$ cat src/rtl/uart_tx_mmio_if.sv
// MMIO-side bundle of the UART transmitter: store strobe/data, overflow clear and status readback.
interface uart_tx_mmio_if #(
    parameter int FIFO_DEPTH = 16
);
    localparam int CNT_W = $clog2(FIFO_DEPTH + 1);

    logic             wr_en;
    logic [7:0]       wr_data;
    logic             ovf_clr;
    logic             busy;
    logic             full;
    logic             empty;
    logic [CNT_W-1:0] count;
    logic             overflow;

    modport master (
        output wr_en, wr_data, ovf_clr,
        input  busy, full, empty, count, overflow
    );

    modport slave (
        input  wr_en, wr_data, ovf_clr,
        output busy, full, empty, count, overflow
    );
endinterface

$ cat src/rtl/uart_tx_mmio.sv
// Memory-mapped 8N1 UART transmitter: byte FIFO drained LSB-first onto tx, advancing on clk_enable.
module uart_tx_mmio #(
    parameter int ENABLE_FREQ = 50_000_000,
    parameter int BAUD_RATE   = 9600,
    parameter int FIFO_DEPTH  = 16
) (
    input  logic           clk,
    input  logic           rst_n,
    input  logic           clk_enable,
    output logic           tx,
    uart_tx_mmio_if.slave  bus
);
    localparam int BIT_TICKS = ENABLE_FREQ / BAUD_RATE;
    localparam int TICK_W    = (BIT_TICKS < 2) ? 1 : $clog2(BIT_TICKS);
    localparam int PTR_W     = (FIFO_DEPTH < 2) ? 1 : $clog2(FIFO_DEPTH);
    localparam int CNT_W     = $clog2(FIFO_DEPTH + 1);
    localparam logic [TICK_W-1:0] TICK_LAST = TICK_W'(BIT_TICKS - 1);
    localparam logic [CNT_W-1:0]  DEPTH_N   = CNT_W'(FIFO_DEPTH);

    generate
        if (BIT_TICKS < 2) begin : gen_bad_baud
            $error("uart_tx_mmio: BIT_TICKS must be at least 2");
        end
        if (FIFO_DEPTH < 2 || (FIFO_DEPTH & (FIFO_DEPTH - 1)) != 0) begin : gen_bad_depth
            $error("uart_tx_mmio: FIFO_DEPTH must be a power of two >= 2");
        end
    endgenerate

    typedef enum logic [1:0] {IDLE, START, DATA, STOP} state_t;

    state_t            state_reg,    state_next;
    logic [TICK_W-1:0] tick_reg,     tick_next;
    logic [2:0]        bit_idx_reg,  bit_idx_next;
    logic [7:0]        shift_reg,    shift_next;
    logic              tx_reg,       tx_next;
    logic [PTR_W-1:0]  wr_ptr_reg;
    logic [PTR_W-1:0]  rd_ptr_reg;
    logic [CNT_W-1:0]  count_reg;
    logic              overflow_reg;
    logic [7:0]        mem [FIFO_DEPTH];

    logic       push;
    logic       drop;
    logic       pop;
    logic       tick_last;
    logic [7:0] head;

    assign push      = bus.wr_en && (count_reg != DEPTH_N);
    assign drop      = bus.wr_en && (count_reg == DEPTH_N);
    assign tick_last = (tick_reg == TICK_LAST);
    // Head is read asynchronously so a byte pushed on one edge can be popped on the next.
    assign head      = mem[rd_ptr_reg];

    always_comb begin
        state_next   = state_reg;
        tick_next    = tick_reg;
        bit_idx_next = bit_idx_reg;
        shift_next   = shift_reg;
        tx_next      = tx_reg;
        pop          = 1'b0;
        unique case (state_reg)
            IDLE: begin
                tick_next = '0;
                tx_next   = 1'b1;
                if (count_reg != '0) begin
                    pop        = 1'b1;
                    shift_next = head;
                    tx_next    = 1'b0;
                    state_next = START;
                end
            end
            START: begin
                if (tick_last) begin
                    tick_next    = '0;
                    tx_next      = shift_reg[0];
                    bit_idx_next = 3'd0;
                    state_next   = DATA;
                end else begin
                    tick_next = tick_reg + 1'b1;
                end
            end
            DATA: begin
                if (tick_last) begin
                    tick_next = '0;
                    if (bit_idx_reg == 3'd7) begin
                        tx_next    = 1'b1;
                        state_next = STOP;
                    end else begin
                        shift_next   = shift_reg >> 1;
                        tx_next      = shift_reg[1];
                        bit_idx_next = bit_idx_reg + 3'd1;
                    end
                end else begin
                    tick_next = tick_reg + 1'b1;
                end
            end
            STOP: begin
                if (tick_last) begin
                    tick_next = '0;
                    if (count_reg != '0) begin
                        pop        = 1'b1;
                        shift_next = head;
                        tx_next    = 1'b0;
                        state_next = START;
                    end else begin
                        state_next = IDLE;
                    end
                end else begin
                    tick_next = tick_reg + 1'b1;
                end
            end
            default: state_next = IDLE;
        endcase
    end

    always_ff @(posedge clk) begin
        if (!rst_n) begin
            state_reg    <= IDLE;
            tick_reg     <= '0;
            bit_idx_reg  <= 3'd0;
            shift_reg    <= 8'd0;
            tx_reg       <= 1'b1;
            wr_ptr_reg   <= '0;
            rd_ptr_reg   <= '0;
            count_reg    <= '0;
            overflow_reg <= 1'b0;
        end else if (clk_enable) begin
            state_reg   <= state_next;
            tick_reg    <= tick_next;
            bit_idx_reg <= bit_idx_next;
            shift_reg   <= shift_next;
            tx_reg      <= tx_next;
            if (push) wr_ptr_reg <= wr_ptr_reg + 1'b1;
            if (pop)  rd_ptr_reg <= rd_ptr_reg + 1'b1;
            if (push && !pop)      count_reg <= count_reg + 1'b1;
            else if (pop && !push) count_reg <= count_reg - 1'b1;
            // A drop wins over a coincident clear so no overflow event is lost.
            if (drop)             overflow_reg <= 1'b1;
            else if (bus.ovf_clr) overflow_reg <= 1'b0;
        end
    end

    always_ff @(posedge clk) begin
        if (rst_n && clk_enable && push) begin
            mem[wr_ptr_reg] <= bus.wr_data;
        end
    end

    assign tx           = tx_reg;
    assign bus.busy     = (state_reg != IDLE);
    assign bus.full     = (count_reg == DEPTH_N);
    assign bus.empty    = (count_reg == '0);
    assign bus.count    = count_reg;
    assign bus.overflow = overflow_reg;
endmodule

$ cat src/flat_wrapper.sv
// flat-port wrapper written by rule: the top's interface ports become plain ports
module uart_tx_mmio_flat 
#(
    parameter int ENABLE_FREQ = 50_000_000,
    parameter int BAUD_RATE   = 9600,
    parameter int FIFO_DEPTH  = 16
)
  (clk, rst_n, clk_enable, tx, bus_wr_en, bus_wr_data, bus_ovf_clr, bus_busy, bus_full, bus_empty, bus_count, bus_overflow);
  uart_tx_mmio_if #(.FIFO_DEPTH(FIFO_DEPTH)) bus_i ();
  input  logic clk;
  input  logic rst_n;
  input  logic clk_enable;
  output logic tx;
  input wire logic [$bits(bus_i.wr_en)-1:0] bus_wr_en;
  input wire logic [$bits(bus_i.wr_data)-1:0] bus_wr_data;
  input wire logic [$bits(bus_i.ovf_clr)-1:0] bus_ovf_clr;
  output wire logic [$bits(bus_i.busy)-1:0] bus_busy;
  output wire logic [$bits(bus_i.full)-1:0] bus_full;
  output wire logic [$bits(bus_i.empty)-1:0] bus_empty;
  output wire logic [$bits(bus_i.count)-1:0] bus_count;
  output wire logic [$bits(bus_i.overflow)-1:0] bus_overflow;
  assign bus_i.wr_en = bus_wr_en;
  assign bus_i.wr_data = bus_wr_data;
  assign bus_i.ovf_clr = bus_ovf_clr;
  assign bus_busy = bus_i.busy;
  assign bus_full = bus_i.full;
  assign bus_empty = bus_i.empty;
  assign bus_count = bus_i.count;
  assign bus_overflow = bus_i.overflow;
  uart_tx_mmio #(.ENABLE_FREQ(ENABLE_FREQ), .BAUD_RATE(BAUD_RATE), .FIFO_DEPTH(FIFO_DEPTH)) u_core (.clk(clk), .rst_n(rst_n), .clk_enable(clk_enable), .tx(tx), .bus(bus_i));
endmodule
$ cat config.mk
export PLATFORM = sky130hd
export DESIGN_NAME = uart_tx_mmio_flat
export DESIGN_NICKNAME = d
export VERILOG_FILES = /design/src/rtl/uart_tx_mmio_if.sv /design/src/rtl/uart_tx_mmio.sv /design/src/flat_wrapper.sv
export SDC_FILE = /design/constraint.sdc
export NUM_CORES = 1
export LEC_CHECK = 0
export ABC_AREA = 0
export CELL_PAD_IN_SITES_DETAIL_PLACEMENT = 1
export CELL_PAD_IN_SITES_GLOBAL_PLACEMENT = 2
export CORE_MARGIN = 4
export CORE_UTILIZATION = 25
export CTS_BUF_LIST = sky130_fd_sc_hd__clkbuf_8
export CTS_CLUSTER_DIAMETER = 120
export DETAILED_ROUTE_END_ITERATION = 8
export PLACE_DENSITY = 0.54
export SYNTH_ARGS = -nofsm -noshare
export SYNTH_HDL_FRONTEND = slang
export SYNTH_SLANG_ARGS = --single-unit
$ cat constraint.sdc
create_clock -name clk -period 3 [get_ports clk]
set_clock_uncertainty 0.2 [all_clocks]
set_input_delay 0.45 -clock clk [delete_from_list [all_inputs] [get_ports clk]]
set_output_delay 0.45 -clock clk [all_outputs]
set_load 0.05 [all_outputs]
==> results.md, run 1 <==
- Outcome: finished, final reports clean
- Reg area: 4760 um2
- Met2 wire length: between 8 and 9 mm
- Area Overhead vs Synth: 19.9%
- Setup WS pre-CTS: -43.4 ps
- Post-Syn Instances: 518
- Overall Global Routing Usage: between 10% and 20%
- Power Total: 6.97 mW
- Met1 WL: 8.39 mm
- Drt pass-1 iters: 4
- Drc violations: 0
- Worst Hold Class: flip-flop to flip-flop
- Top cells by area, synth: edfxtp_1 (52%), dfxtp_1 (12%), mux4_2 (6.1%), ha_1 (3.1%), mux2i_1 (3.0%)
- EDFF count, synth: roughly 130
- Synthesized flop and latch total: 173
- Setup violators final: 0
- Finished Cell Area: 8820 um2
- H-tree levels: 4
- Worst hold slack: 285 ps
- Slew Viols, Final: 0
- Total clock sinks: 173
- Leakage Power: 2.93 nW
- Post-DR vias/cell: ~4.5
- Post-Syn Nets: 550
- Initial Util: 25.5%
- DR top layer: met4
- Placed cells: 945
- Number of library cell types mapped by synthesis: 59
- Max reg flops: 128
- Vias: around 4.4k
- GPL Wtd Cong: a little over 0.7
- Fin. Hold Viols: 0
- Crit-path max FO: 3
- Rel. slew slack: a little over two fifths
- Netlist Area Pre-Place: 7350 um2
- Cell area power density: 791 nW/um2
- Die area: 32200 um2
- Antenna-violating nets left: 0
- Reported max-cap violation count: 0
- Commonest cells post-synth: edfxtp_1 (128), nor2_1 (52), dfxtp_1 (45), nand2_1 (30), mux2i_1 (22)
- Peak VDD IR: ~0.27 mV
- Post-synth top area share: 52.3%
- Final setup margin: 196 ps
- Initial antenna violation count: 0
- Critical Path RT: 2350 ps
- Crit end category: output pin
- Nets@finish: between 600 and 700
- Vias in the first global route: between 4k and 5k
- Layout cells sized above 1: about 22%
- Crit path launch type: flip-flop
- Worst-Skew Late Latency: between 400 and 500 ps
- Most common cell in the netlist: edfxtp_1
- Fmax: 357 MHz
- Core footprint: 28900 um2
- Area of the multi-input gates: about 2500 um2
- # IOs: 23
- Overflow left after global routing: 0
- Worst slew pin tran: 856 ps
- Layout filler cell count: 3097
- Worst-case clock buffer depth: 2
- Pin count of the biggest net entering global routing: 25
- 1st-iter DRT viols: 300
- Synth async-reset ratio: 0%
- Clk root buf: clkbuf_8
- WL final: 17.9 mm
- CP Class: flip-flop to output pin
- Layout Cells excl Fill: about 1000
- Minimum clock period: 2800 ps
- Dpl cell area: 8280 um2
- RSZ-0062 raised after global routing: no
- Tcrit/Tclk final: 93.5%
- IO Port Bufs: 22
- Diode count: 0
- Wire length on met3: around 320 um
- Core Rows: 62
- CTS buffer count: 17
- Routed len/inst: 18.4 um
- Sequential area share after synthesis: 64.5%
- TritonCTS clock tree: built
- R2R setup slack: 200 ps
- Synth area leader: edfxtp_1
- Die Y: 180 um
- Post-layout util: a little under a third
- Ys flop type: edfxtp_1
- Yosys warnings: 0
- Die X: 180 um
- Global-route wire length before repair: 28.4 mm
- Arr. time, crit path: between 2000 and 2500 ps
- Post-DP HPWL: 12.4 mm
- Setup_tns: 0 ps
- Syn_area_per_cell: roughly 14 um2
- Clock transition at path regs: 100 ps
-- where the power goes --
part | internal (mW) | switching, mW
clock | 0.734 | 1.04
sequential | 2.70 | 0.135
combinational | 1.10 | 1.27
total | 4.53 | 2.44
-- routing by layer --
| layer | vias to the layer above | global-route usage, % |
|---|---|---|
| met5 | - | 0 |
| met2 | 38 | 19.6 |
| met3 | 18 | 2.00 |
| li1 | 2075 | - |
| met1 | 2255 | 14.6 |
| met4 | 0 | 3.35 |
-- cell usage in the layout (no fill, tap or decap), drive strengths merged, types with 18 or more instances in the layout --
master           n
nor2            52
edfxtp         128
inv             20
ha              18
clkdlybuf4s50   20
buf             48
dfxtp           45
mux2i           22
nand2           30
mux4            20
-- worst max-delay path, cell delays in order, from the launching register on --
cell and delay, ps:
dfxtp_2 340, nor4_2 250, buf_4 150, nand2_1 70, inv_1 90, clkdlybuf4s50_1 800
-- path summary, 6_finish.rpt --
kind                                     from                          endpoint  cells past startpoint
max reg2reg   u_core.tick_reg[0]$_SDFFE_PN0P_  u_core.bus.count[4]$_SDFFE_PN0P_                     14
min          u_core.shift_reg[7]$_SDFFE_PN0P_  u_core.shift_reg[7]$_SDFFE_PN0P_                      2
min reg2reg  u_core.shift_reg[7]$_SDFFE_PN0P_  u_core.shift_reg[7]$_SDFFE_PN0P_                      2
max          u_core.bus.count[0]$_SDFFE_PN0P_                          bus_full                      5
-- cell type report --
class,instances,area share [%]
clock inverters,15,2.48
flip-flops and latches,173,53.9
well taps,384,5.45
inverters,16,0.681
clock buffers,17,2.65
multi-input cells,304,28.1
repair buffers,69,6.74
-- repair_timing --
item | 4_1_cts | 5_1_grt
gates resized for setup | 8 | 13
setup buffers | 1 | 0
setup endpoints to repair | 2 | 2
hold buffers | 0 | 0
pin swaps | 1 | 4
-- cell families after synthesis --
| logic type | Yosys count | synth area share, % |
|---|---|---|
| fa+ha+maj | 19 | 3.33 |
| simple gates | 144 | 9.80 |
| mux | 50 | 10.3 |
| xor+xnor | 20 | 2.38 |
| compound gates | 71 | 6.77 |
| buf+inv | 41 | 2.86 |
| flops | 173 | 64.5 |
Note: power is estimated with default switching activity, not from simulation.
==> inputs of run 2 (changes only) <==
--- a/config.mk
+++ b/config.mk
@@ -5,7 +5,6 @@
 export SDC_FILE = /design/constraint.sdc
 export NUM_CORES = 1
 export LEC_CHECK = 0
-export ABC_AREA = 0
 export CELL_PAD_IN_SITES_DETAIL_PLACEMENT = 1
 export CELL_PAD_IN_SITES_GLOBAL_PLACEMENT = 2
 export CORE_MARGIN = 4
==> results of run 2 <==
Final layout, timing and power as in run 1 (identical DEF).
